--- config.mk ---
export PLATFORM = sky130hd
export DESIGN_NAME = mul_16bit
export DESIGN_NICKNAME = d
export VERILOG_FILES = /design/src/rtl/mul_pkg.sv /design/src/rtl/mul_16bit.sv
export SDC_FILE = /design/constraint.sdc
export NUM_CORES = 1
export LEC_CHECK = 0
export BUFFER_PORTS_ARGS = -buffer_cell sky130_fd_sc_hd__buf_2
export CORE_MARGIN = 2
export CORE_UTILIZATION = 30
export DETAILED_ROUTE_END_ITERATION = 6
export PLACE_DENSITY = 0.58
export SLEW_MARGIN = 20
export SYNTH_ARGS = -nofsm -noshare
export SYNTH_HDL_FRONTEND = slang
export SYNTH_SLANG_ARGS = --single-unit
--- constraint.sdc ---
create_clock -name clk -period 7.15 [get_ports clk]
set_input_delay 0.3575 -clock clk [delete_from_list [all_inputs] [get_ports clk]]
set_output_delay 0.3575 -clock clk [all_outputs]
set_load 0.01 [all_outputs]
--- src/rtl/mul_pkg.sv ---
// Shared types and default widths for the shift-add reconstruction multiplier.
package mul_pkg;

   localparam int MUL_QW = 16;
   localparam int MUL_BW = 8;
   localparam int CNT_W  = $clog2(MUL_BW);

   typedef enum logic [1:0] {
      IDLE = 2'd0,
      RUN  = 2'd1,
      DONE = 2'd2
   } state_e;

endpackage

--- src/rtl/mul_16bit.sv ---
// Radix-2 shift-add multiplier computing product = Q*B + R, one bit of B per clock.
// state | meaning
// IDLE  | ready=1, waiting for start; product/rem_err hold the last result
// RUN   | BW shift-add steps, one per clock
// DONE  | one-cycle done pulse, product valid
module mul_16bit
   import mul_pkg::*;
#(
   parameter int QW = MUL_QW,
   parameter int BW = MUL_BW
) (
   input  logic            clk,
   input  logic            rst,
   input  logic            start,
   input  logic [QW-1:0]   Q,
   input  logic [BW-1:0]   B,
   input  logic [BW-1:0]   R,
   output logic            ready,
   output logic            done,
   output logic [QW+BW-1:0] product,
   output logic            rem_err
);

   localparam int PW = QW + BW;
   localparam int CW = (BW == MUL_BW) ? CNT_W : $clog2(BW);

   state_e          state_q, state_d;
   logic [PW-1:0]   acc_q, acc_d;
   logic [PW-1:0]   mq_q, mq_d;
   logic [BW-1:0]   mb_q, mb_d;
   logic [CW-1:0]   cnt_q, cnt_d;
   logic            rem_pend_q, rem_pend_d;
   logic [PW-1:0]   product_q, product_d;
   logic            rem_err_q, rem_err_d;
   logic [PW-1:0]   step_sum;

   always_ff @(posedge clk or posedge rst) begin
      if (rst) begin
         state_q    <= IDLE;
         acc_q      <= '0;
         mq_q       <= '0;
         mb_q       <= '0;
         cnt_q      <= '0;
         rem_pend_q <= 1'b0;
         product_q  <= '0;
         rem_err_q  <= 1'b0;
      end else begin
         state_q    <= state_d;
         acc_q      <= acc_d;
         mq_q       <= mq_d;
         mb_q       <= mb_d;
         cnt_q      <= cnt_d;
         rem_pend_q <= rem_pend_d;
         product_q  <= product_d;
         rem_err_q  <= rem_err_d;
      end
   end

   always_comb begin
      state_d    = state_q;
      acc_d      = acc_q;
      mq_d       = mq_q;
      mb_d       = mb_q;
      cnt_d      = cnt_q;
      rem_pend_d = rem_pend_q;
      product_d  = product_q;
      rem_err_d  = rem_err_q;
      ready      = 1'b0;
      done       = 1'b0;
      step_sum   = mb_q[0] ? (acc_q + mq_q) : acc_q;

      case (state_q)
         IDLE: begin
            ready = 1'b1;
            if (start) begin
               mq_d       = PW'(Q);
               mb_d       = B;
               acc_d      = PW'(R);
               cnt_d      = '0;
               rem_pend_d = (R >= B);
               state_d    = RUN;
            end
         end
         RUN: begin
            acc_d = step_sum;
            mq_d  = mq_q << 1;
            mb_d  = mb_q >> 1;
            cnt_d = cnt_q + CW'(1);
            // Result registers update only here, so they stay stable through IDLE.
            if (cnt_q == CW'(BW - 1)) begin
               product_d = step_sum;
               rem_err_d = rem_pend_q;
               state_d   = DONE;
            end
         end
         DONE: begin
            done    = 1'b1;
            state_d = IDLE;
         end
         default: state_d = IDLE;
      endcase
   end

   assign product = product_q;
   assign rem_err = rem_err_q;

endmodule

* Word-level counts from Yosys, hierarchy flattened
Index checks and enable logic that the tools add are counted.
** Cells by class
- Add/sub/neg operators :: 2
- Magnitude comparators :: 1
- Equal/unequal tests :: 5
- Multiplexer cells :: 14
- Reduce and logical (&&, ||, !) cells :: 6
** Operators by type and width (count)
- case mux 24 bit (2 select lines) :: 2
- two-way mux 24 bit :: 3
- adder 24 bit :: 1
- case mux 8 bit (2 select lines) :: 1
- >= comparator 8 bit :: 1
- two-way mux 8 bit :: 1
- AND reduction 2 bit :: 4
- case mux 3 bit (2 select lines) :: 1
- two-way mux 2 bit :: 2
- != test 2 bit, second input constant :: 2
- case mux 2 bit (2 select lines) :: 1
- adder 3 x 1 -> 3 bit, second input constant :: 1
- equality test 3 bit, second input constant :: 1
- two-way mux 3 bit :: 1
- equality test 2 x 1 -> 1 bit, second input constant :: 1
- equality test 2 bit, second input constant :: 1
- zero test 2 bit :: 1
- two-way mux 1 bit :: 2
- nonzero test 2 bit :: 1
** Storage, ports and cells
- Flip-flop bits (word level) :: 87
- Input bits :: 35

* Logic depth before layout (Yosys ltp)
Gate-level depths: netlist of run 1.
- Depth in word-level cells :: 3
- Depth in mapped cells :: 10
- Mapped depth without buffers :: 10

* Least setup slack after synthesis of run 1
OpenSTA, ideal clock, no wires.
- Path kind :: register -> register
- Start point :: reg acc_q[0]
- End point :: reg product_q[14], in the netlist product[14]
- Arrival time :: 2.498 ns
- Slack :: 4.583 ns
- Cell stages (with the launch flop) :: 11
- Buffers on the path :: 0
- Path through :: dfrtp_1 -> ha_1 -> inv_1 -> fa_1 -> nand2b_1 -> a21oi_1 -> o21a_1 -> o211ai_1 -> o2bb2ai_1 -> or4b_2 -> nand3_1
** On the way
- Word-level cells in the longest chain between the ends :: 2
** Ends and longest elaborated chain
- start: declaration :: line mul_16bit.sv:28 : logic [PW-1:0] acc_q, acc_d;
- start signal: assignment :: line mul_16bit.sv:40 : acc_q <= '0;
- start signal: assignment :: line mul_16bit.sv:49 : acc_q <= acc_d;
- adder 24 bit :: line mul_16bit.sv:70 : step_sum = mb_q[0] ? (acc_q + mq_q) : acc_q;
- two-way mux 24 bit :: line mul_16bit.sv:70
- end signal: assignment :: line mul_16bit.sv:54 : product_q <= product_d;
- end: declaration :: line mul_16bit.sv:33 : logic [PW-1:0] product_q, product_d;
Every way passes these cells.
A chain may end at the register's enable or synchronous reset.

* Worst setup path after layout of run 1
- Start point :: reg mq_q[0]
- End point :: reg product_q[14], in the netlist product[14]
** On the way
- Word-level cells in the longest chain between the ends :: 2
** Ends and longest elaborated chain
- start: declaration :: line mul_16bit.sv:29 : logic [PW-1:0] mq_q, mq_d;
- start signal: assignment :: line mul_16bit.sv:50 : mq_q <= mq_d;
- adder 24 bit :: line mul_16bit.sv:70
- two-way mux 24 bit :: line mul_16bit.sv:70
Every way passes these cells.

==> summary.md, run 1 <==
| Metric | Value |
|---|---|
| Syn-to-layout area delta | 16.35% |
| CTS tree | done |
| Initial core utilization | 30.27% |
| Hold slack | 0.08998 ns |
| Vias in the first global route | 4198 |
| Mapped Cells | 591 |
| Rows | 48 |
| Maximum capacitance violations | 0 |
| Total gr overflow | 0 |
| Syn Nets | 660 |
| Sequential Power Share | 27.2% |
| Count leader, synth | nand2_1 |
| Least-Margin Pin Slew | 0.7242 ns |
| Die Height | 135.4 um |
| Die footprint | 18340 um^2 |
| PwrDens | 556.7 nW/um^2 |
| Clock share of power | 15.6% |
| Port Buffers | 61 |
| Pre-Repair DR Iteration Count | 4 |
| Layout cell share with drive strength beyond 1 | 15.11% |
| Cell Area, Synth | 5181 um^2 |
| Seq cells post-synth | 87 |
| GPL Wtd Cong | 0.8280 |
| DR WL/cell | 15.13 um |
| CP Launch Type | flip-flop |
| Psw | 1.527 mW |
| EDFF count, synth | 0 |
| Crit path time final | 2.866 ns |
| Setup TNS | 0 ns |
| FFs w/ async S/R, synth | 100.0% |
| Inserted Diodes | 0 |
| Max clock buf depth | 2 |
| Core ar. | 17120 um^2 |
| CTS Buf Count | 9 |
| Sequential share of the synthesized area | 42.02% |
| Worst R2R Path Depth | 10 |
| Combinational power share | 57.2% |
| Number of remaining DRC errors | 0 |
| Tot Pwr | 3.356 mW |
| Crit path kind | reg2reg |
| H-Tree Depth | 3 |
| Clk slew on worst S/H paths | 0.07 ns |
| Max-slew violations | 0 |
| Status | finished clean |
| Commonest cells post-synth | nand2_1, dfrtp_1, o21ai_0 |
| Cell-internal power | 1.829 mW |
| Finished Cell Area | 6028 um^2 |
| Setup slack after layout | 4.284 ns |
| First-pass GRT wire length | 21810 um |
| Largest net degree at the start of global routing | 64 |
| Post-route ant nets | 0 |
| FMAX | 348.9 MHz |
| DP Worst Slack | 4.355 ns |
| Sink Count | 87 |
| Die W | 135.4 um |
| Req. time, crit path | 7.44 ns |
| Area contributors post-synth | dfrtp_1, nand2_1, ha_1 |
| Setup violators final | 0 |
| Slew HR | 51.72% |
| Nets | 706 |
| Cell variety after synth | 54 |
| Via density | 4.991 |
| Dpl cell area | 5699 um^2 |
| Root buffer cell | clkbuf_16 |
| Synth warn | 0 |
| Post-CTS Resized | 0 |
| Iteration-0 DRC count of the detailed router | 249 |
| GRT Util Overall | 15.33% |
| Sw Share | 45.49% |
| Post-CTS setup buffer count | 0 |
| Prevailing post-synth register cell | dfrtp_1 |
| Antenna violations before repair | 0 |
| Hold Fails Final Rpt | 0 |
| Dpl hpwl | 9291 um |
| Via count | 4327 |
| Post-synth top area share | 42.02% |
| Period utilisation layout | 40.09% |
| Crit end category | flip-flop |
| Unrepaired setup endpoints after global routing | false |
| Syn Area/Cell | 8.767 um^2 |
| Total wire length | 13120 um |
| Worst Skew | 0.01168 ns |
| Leak | 2.787 nW |
| Max FO, Critical Path | 3 |
| Arrival @ worst endpoint | 3.16 ns |
| Max VDD drop | 189.5 uV |
| CTS Hold Bufs | 0 |
| Hold WC Path Type | in2async |
| Io pins | 62 |
| Largest area contributor in the netlist | dfrtp_1 |
| Worst skew pair latency | 0.36 ns |
layer usage:
| layer | GRT usage (%) | part of all wire [%] | wire length [um] | up-vias |
|---|---|---|---|---|
| met3 | 2.619 | 4.2 | 547 | 12 |
| met2 | 23.94 | 45 | 5954 | 83 |
| met1 | 21.33 | 49 | 6394 | 2053 |
| met4 | 5.729 | 1.7 | 220 | 0 |
| met5 | 0 | 0 | 0 | - |
| li1 | - | - | - | 2179 |
worst max-delay path: stages (launching register included):
cell	delay [ns]
dfrtp_1	0.38
ha_1	0.21
inv_1	0.07
fa_1	0.39
nand2b_1	0.18
a21oi_1	0.26
o21a_1	0.22
o211ai_1	0.15
o2bb2ai_1	0.20
or4b_2	0.64
nand3_1	0.10
sequential cells by signal, indices dropped and copies added, names as in the netlist:
name        count
acc_q          24
cnt_q           3
mb_q            8
mq_q           24
product        24
rem_err         1
rem_pend_q      1
state_q         2
logic make-up after synthesis:
kind of cell	synth area share [%]
simple gates	19.54
compound gates	19.95
flops	42.02
buf+inv	3.574
fa+ha+maj	8.356
xor+xnor	3.381
mux	3.188
path summary, 6_finish.rpt:
| kind | startpoint | end | slack [ns] |
|---|---|---|---|
| max | mq_q[0] | product[14] | 4.28 |
| min | rst | state_q[0] | 0.09 |
| max reg2reg | mq_q[0] | product[14] | 4.28 |
| min reg2reg | rem_pend_q | rem_err | 0.47 |
| max in group asynchronous | rst | mq_q[14] | 5.97 |
| min in group clk | Q[0] | mq_q[0] | 0.22 |
power by group through the flow:
| stage | Sequential, mW | Combinational, mW | Clock [mW] |
|---|---|---|---|
| after CTS | 0.919 | 1.94 | 0.537 |
| after floorplan | 0.906 | 1.46 | 0 |
| after global routing | 0.950 | 2.18 | 0.556 |
| final | 0.913 | 1.92 | 0.525 |
| after detailed placement | 0.925 | 1.93 | 0 |
| after global placement | 0.922 | 1.93 | 0 |
cell usage in the layout, fill, tap and decap left out, drive strengths merged, types with 4 or more instances in the layout:
cell type / netlist / layout
nand2: 121 / 121
dfrtp: 87 / 87
buf: 7 / 69
o21ai: 56 / 56
nor2: 41 / 41
ha: 33 / 33
a21oi: 27 / 27
a31oi: 25 / 25
inv: 13 / 14
xnor2: 13 / 13
mux2i: 12 / 12
a21o: 11 / 11
nor3b: 11 / 11
nand3: 10 / 10
clkbuf: 27 / 9
o211ai: 7 / 7
xor2: 7 / 7
nor2b: 6 / 6
a22oi: 6 / 6
nand2b: 6 / 6
nor3: 6 / 6
and2: 5 / 5
nand3b: 5 / 5
a211oi: 5 / 5
o21a: 4 / 4
mux2: 4 / 4
per-stage QoR:
stage,utilization (%),instances
floorplan,-,591
detailed placement,33.30,851
global route,35.22,867
CTS,35.22,867
finish,35.22,867
global placement,33.30,851
area by class of cell:
type                    count  area [um^2]
repair buffers             69        365.4
flip-flops and latches     87         2177
inverters                  14        53.80
multi-input cells         456         2821
fillers                  1796        11090
clock inverters             7        103.9
clock buffers               9        225.2
well taps                 225        281.5
No activity file was read; power rests on OpenSTA's default activity.
==> run 2, diff against run 1 <==
--- a/config.mk
+++ b/config.mk
@@ -9,7 +9,7 @@
 export CORE_MARGIN = 2
 export CORE_UTILIZATION = 30
 export DETAILED_ROUTE_END_ITERATION = 6
-export PLACE_DENSITY = 0.58
+export PLACE_DENSITY = 0.59
 export SLEW_MARGIN = 20
 export SYNTH_ARGS = -nofsm -noshare
 export SYNTH_HDL_FRONTEND = slang
==> constraint.sdc (replaced) <==
create_clock -name clk -period 2.5 [get_ports clk]
set_input_delay 0.125 -clock clk [delete_from_list [all_inputs] [get_ports clk]]
set_output_delay 0.125 -clock clk [all_outputs]
set_load 0.01 [all_outputs]
==> summary.md, run 2 (same netlist as run 1, synthesis figures left out) <==
| Metric | Value |
|---|---|
| Setup TNS | 0 ns (unchanged) |
| Psw | 4.867 mW (+220%) |
| Rows | 48 (unchanged) |
| Port Buffers | 61 (unchanged) |
| CP bufs+invs | 1 (unchanged) |
| Via count | 4697 (+8.6%) |
| Hold Fails Final Rpt | 0 (unchanged) |
| Maximum capacitance violations | 0 (unchanged) |
| Status | finished clean |
| Syn-to-layout area delta | 30.31% |
| Max incr delay on CP | 0.40 ns (-0.24 ns) |
| Crit end category | flip-flop |
| Antenna violations before repair | 0 (unchanged) |
| Storage cell area | 2177 um^2 (unchanged) |
| GPL Wtd Cong | 0.8268 (-0.14%) |
| PwrDens | 1652 nW/um^2 (+200%) |
| Total wire length | 14320 um (+9.2%) |
| Pre-Repair DR Iteration Count | 5 (+1) |
| Inst Count DP | 912 (+7.2%) |
| Worst skew pair latency | 0.36 ns (about the same) |
| Arrival @ worst endpoint | 2.73 ns (-0.43 ns) |
| Sink Count | 87 (unchanged) |
| Unrepaired setup endpoints after global routing | true |
| Inserted Diodes | 0 (unchanged) |
| FMAX | 408.7 MHz (+17%) |
| Initial core utilization | 30.27% (unchanged) |
| Sequential Power Share | 23.4% (-3.8 points) |
| Largest net degree at the start of global routing | 63 (-1.6%) |
| Total gr overflow | 0 (unchanged) |
| Setup violators final | 0 (unchanged) |
| Dpl hpwl | 10240 um (+10%) |
| Max clock buf depth | 2 (unchanged) |
| Root buffer cell | clkbuf_16 |
| Area of the multi-input gates | 2984 um^2 (+5.8%) |
| Layout cell share with drive strength beyond 1 | 26.22% (+11 points) |
| Post-route ant nets | 0 (unchanged) |
| Die footprint | 18340 um^2 (unchanged) |
| First-pass GRT wire length | 23760 um (+9.0%) |
| Slew HR | 42.35% (-9.4 points) |
| Die W | 135.4 um (unchanged) |
| Max-slew violations | 0 (unchanged) |
| Hold WC Path Type | in2reg |
| Iteration-0 DRC count of the detailed router | 247 (-0.80%) |
| Max FO, Critical Path | 3 (unchanged) |
| CTS tree | done |
| Leak | 3.177 nW (+14%) |
| Max VDD drop | 607.5 uV (+220%) |
| Vias in the first global route | 4590 (+9.3%) |
| Nets | 781 (+11%) |
| Number of remaining DRC errors | 0 (unchanged) |
| Least-Margin Pin Slew | 0.8615 ns (+0.1373 ns) |
| Most frequent cells in the layout | nand2_1, dfrtp_1, buf_4 |
| Via density | 4.986 (about the same) |
| Tot Pwr | 11.15 mW (+230%) |
| Slowest CP cell | dfrtp_1 |
| Clock share of power | 12.4% (-3.2 points) |
| Crit path time final | 2.447 ns (-0.4196 ns) |
| Core ar. | 17120 um^2 (unchanged) |
| Commonest non-fill, non-tap cell in the layout | nand2_1 |
| GRT Util Overall | 16.53% (+1.2 points) |
| Sw Share | 43.64% (-1.9 points) |
| Crit path kind | reg2reg |
| H-Tree Depth | 3 (unchanged) |
| Req. time, crit path | 2.78 ns (-4.66 ns) |
| Worst path top cell family by delay | compound AO/OA/AOI/OAI gates |
| Clk slew on worst S/H paths | 0.07 ns (about the same) |
| Worst Skew | 0.007166 ns (-0.004513 ns) |
| CP Launch Type | flip-flop |
| Cell-internal power | 6.285 mW (+240%) |
| DR WL/cell | 15.20 um (+0.50%) |
| # fillers | 1785 (-0.61%) |
| Io pins | 62 (unchanged) |
| Final Non-Filler Cells | 942 (+8.7%) |
| Period utilisation layout | 97.87% (+58 points) |
| Worst-path cell chain | ha_1 > a21oi_1 > o311ai_1 > nor4_1 > o32ai_2 > buf_4 > o21a_1 > or3b_1 > a31oi_1 |
| CTS Buf Count | 9 (unchanged) |
| Combinational power share | 64.2% (+7.0 points) |
| Die Height | 135.4 um (unchanged) |
[run 2: routing by layer]
metal	GRT usage (%)	wire length (um)	share of wire [%]
met5	0	0	0
met4	4.340	166	1.2
met3	3.853	716	5.0
met2	25.92	6637	46
met1	23.00	6803	47
[run 2: per-stage QoR]
stage                     util [%]  hold slack (ns)  cell area, um^2  setup slack (ns)
after floorplan                  -           0.2418             5201           0.01160
after global placement       36.24           0.2955             6202          -0.02052
after CTS                    38.45         0.007878             6581          -0.03173
after detailed placement     36.24           0.3102             6202          -0.05352
final                        39.44          0.01830             6751           0.05320
after global routing         39.44          0.02196             6751          -0.09437
[run 2: final timing paths]
check | end | depth (start not counted) | slack [ns] | start
worst max-delay path | product[23] | 9 | 0.05 | acc_q[16]
worst min-delay path | mq_q[5] | 3 | 0.02 | Q[5]
worst max register to register | product[23] | 9 | 0.05 | acc_q[16]
worst min register to register | product[7] | 2 | 0.46 | product[7]
max in group asynchronous | product[11] | 4 | 1.34 | rst
min in group asynchronous | product[0] | 3 | 0.45 | rst
[run 2: area by class of cell]
cell class	instances	share of cell area [%]
clock buffer	13	3.706
clock inverter	3	0.6301
inverter	14	0.7969
multi-input combinational	456	44.20
sequential	87	32.25
tap	225	4.170
timing repair buffer	144	14.25
[run 2: repair_timing]
action | in CTS | in global routing
setup buffers | 5 | 7
hold endpoints to repair | 42 | 0
resized for setup | 6 | 20
setup endpoints to repair | 5 | 19
hold buffers | 2 | 0
pin swaps | 6 | 19
[run 2: power by group through the flow]
stage                     logic [mW]  clock network, mW  registers [mW]
final                           7.16               1.38            2.61
after global placement          6.61                  0            2.59
after global routing            7.92               1.46            2.70
after CTS                       6.84               1.42            2.58
after floorplan                 4.21                  0            2.59
after detailed placement        6.67                  0            2.60
[run 2: worst min-delay path, cell delays in order]
cell	delay [ns]
buf_2	0.10
nand2_1	0.05
a31oi_1	0.07
==> run 3, diff against run 2 <==
--- a/config.mk
+++ b/config.mk
@@ -10,6 +10,7 @@
 export CORE_UTILIZATION = 30
 export DETAILED_ROUTE_END_ITERATION = 6
 export PLACE_DENSITY = 0.59
+export SETUP_SLACK_MARGIN = 0.3
 export SLEW_MARGIN = 20
 export SYNTH_ARGS = -nofsm -noshare
 export SYNTH_HDL_FRONTEND = slang
==> summary.md, run 3 (same netlist as run 1, synthesis figures left out) <==
| Metric | Value |
|---|---|
| CTS Buf Count | 9 (unchanged) |
| Most frequent cells in the layout | nand2_1, dfrtp_1, buf_2 |
| Dpl hpwl | 10180 um (-0.62%) |
| Core ar. | 17120 um^2 (unchanged) |
| DR WL/cell | 15.87 um (+4.3%) |
| Hold Fails Final Rpt | 0 (unchanged) |
| CTS tree | done |
| Die W | 135.4 um (unchanged) |
| Antenna violations before repair | 0 (unchanged) |
| Worst skew pair latency | 0.35 ns (about the same) |
| Final Util | 41.29% (+1.8 points) |
| Maximum capacitance violations | 0 (unchanged) |
| Die Height | 135.4 um (unchanged) |
| Setup TNS | 0 ns (unchanged) |
| Crit end category | flip-flop |
| Iteration-0 DRC count of the detailed router | 244 (-1.2%) |
| Tot Pwr | 12.35 mW (+11%) |
| Arrival @ worst endpoint | 2.75 ns (+0.02 ns) |
| Total wire length | 14720 um (+2.8%) |
| Pre-Repair DR Iteration Count | 4 (-1) |
| Status | finished clean |
| Leak | 3.194 nW (+0.52%) |
| Setup violators final | 0 (unchanged) |
| Commonest non-fill, non-tap cell in the layout | nand2_1 |
| CP Launch Type | flip-flop |
| Least-Margin Pin Slew | 0.6776 ns (-0.1839 ns) |
| Storage cell area | 2180 um^2 (+0.11%) |
| Max VDD drop | 569.8 uV (-6.2%) |
| Area of the multi-input gates | 3339 um^2 (+12%) |
| # fillers | 1670 (-6.4%) |
| FMAX | 403.2 MHz (-1.3%) |
| Worst Skew | 0.01157 ns (+0.004402 ns) |
| GPL Wtd Cong | 0.8683 (+5.0%) |
| Root buffer cell | clkbuf_16 |
| Worst reg-to-reg setup slack | 0.02 ns (-0.03 ns) |
| Rows | 48 (unchanged) |
| Max-slew violations | 0 (unchanged) |
| Hold Path End | mq_q[13] |
| Max clock buf depth | 2 (unchanged) |
| Slew HR | 54.72% (+12 points) |
| Io pins | 62 (unchanged) |
| Crit path time final | 2.480 ns (+0.03324 ns) |
| Unrepaired setup endpoints after global routing | true |
| Die footprint | 18340 um^2 (unchanged) |
| Max FO, Critical Path | 4 (+1) |
| Via density | 5.063 (+1.5%) |
| Syn-to-layout area delta | 36.42% |
| Req. time, crit path | 2.77 ns (about the same) |
| Period utilisation layout | 99.20% (+1.3 points) |
| Vias in the first global route | 4438 (-3.3%) |
| Worst r2r dst | product[23] |
| Via count | 4698 (+0.021%) |
| Hold Path Depth | 3 (unchanged) |
| Crit path kind | reg2reg |
| Port Buffers | 61 (unchanged) |
| Total gr overflow | 0 (unchanged) |
| H-Tree Depth | 3 (unchanged) |
| Initial core utilization | 30.27% (unchanged) |
| Hold WC Path Type | in2reg |
| First-pass GRT wire length | 23480 um (-1.2%) |
| GRT Util Overall | 16.46% (-0.064 points) |
| PwrDens | 1748 nW/um^2 (+5.8%) |
| Post-route ant nets | 0 (unchanged) |
| Sink Count | 87 (unchanged) |
| Clk slew on worst S/H paths | 0.06 ns (about the same) |
| Number of remaining DRC errors | 0 (unchanged) |
| Layout cell share with drive strength beyond 1 | 31.15% (+4.9 points) |
| Worst R2R Path Depth | 8 (-1) |
| Inserted Diodes | 0 (unchanged) |
| Largest net degree at the start of global routing | 63 (unchanged) |
| Nets | 769 (-1.5%) |
| HP Start | Q[13] |
| Reg2reg start | mq_q[11] |
==> run 3: through the flow <==
stage                     hold WS [ns]  setup WS (ns)  cells  cell area (um^2)
final                          0.02849        0.01996    928              7068
after floorplan                 0.2418         0.1263    591              5289
after CTS                      0.02279        0.04624    917              6720
after global placement          0.1494        0.03687    878              6021
after detailed placement        0.1516      -0.005740    878              6021
after global routing           0.02372       -0.07767    928              7068
==> run 3: worst max-delay path, stage by stage, from the launching register on <==
cell,delay (ns)
dfrtp_2,0.45
ha_4,0.28
nand2_2,0.05
or3_4,0.38
a211o_4,0.30
a211oi_4,0.33
nor3_2,0.10
or3b_1,0.39
a31oi_1,0.13
==> run 3: area by class of cell <==
type | instances | area share, %
clock buffers | 11 | 3.434
multi-input cells | 456 | 47.25
clock inverters | 3 | 0.9736
inverters | 14 | 0.7966
repair buffers | 132 | 12.73
flip-flops and latches | 87 | 30.84
well taps | 225 | 3.983
==> run 3: report_power, final <==
part           internal (mW)  switching (mW)
registers               2.12           0.584
clock network          0.894           0.552
logic                   3.86            4.34
==> run 3: worst max-delay path by stage <==
stage / start / end / slack (ns) / depth (start not counted)
after detailed placement: mq_q[6] / product[21] / -0.006 / 8
after floorplan: mq_q[10] / product[23] / 0.13 / 9
final: mq_q[11] / product[23] / 0.02 / 8
after global routing: acc_q[0] / acc_q[16] / -0.08 / 12
after CTS: acc_q[8] / product[23] / 0.05 / 8
after global placement: acc_q[6] / product[21] / 0.04 / 8
==> run 3: repair_timing <==
action,4_1_cts,5_1_grt
endpoints found under the hold margin,15,0
pin swaps,21,39
hold buffers,1,0
endpoints found under the setup margin,26,33
gates resized for setup,40,55
setup buffers,24,11
==> run 3: layer usage <==
metal | vias up | track usage [%] | wire length [um]
met5 | - | 0 | 0
met4 | 0 | 3.009 | 205
met3 | 15 | 4.153 | 753
met2 | 106 | 27.13 | 7042
met1 | 2278 | 22.18 | 6722
li1 | 2299 | - | -
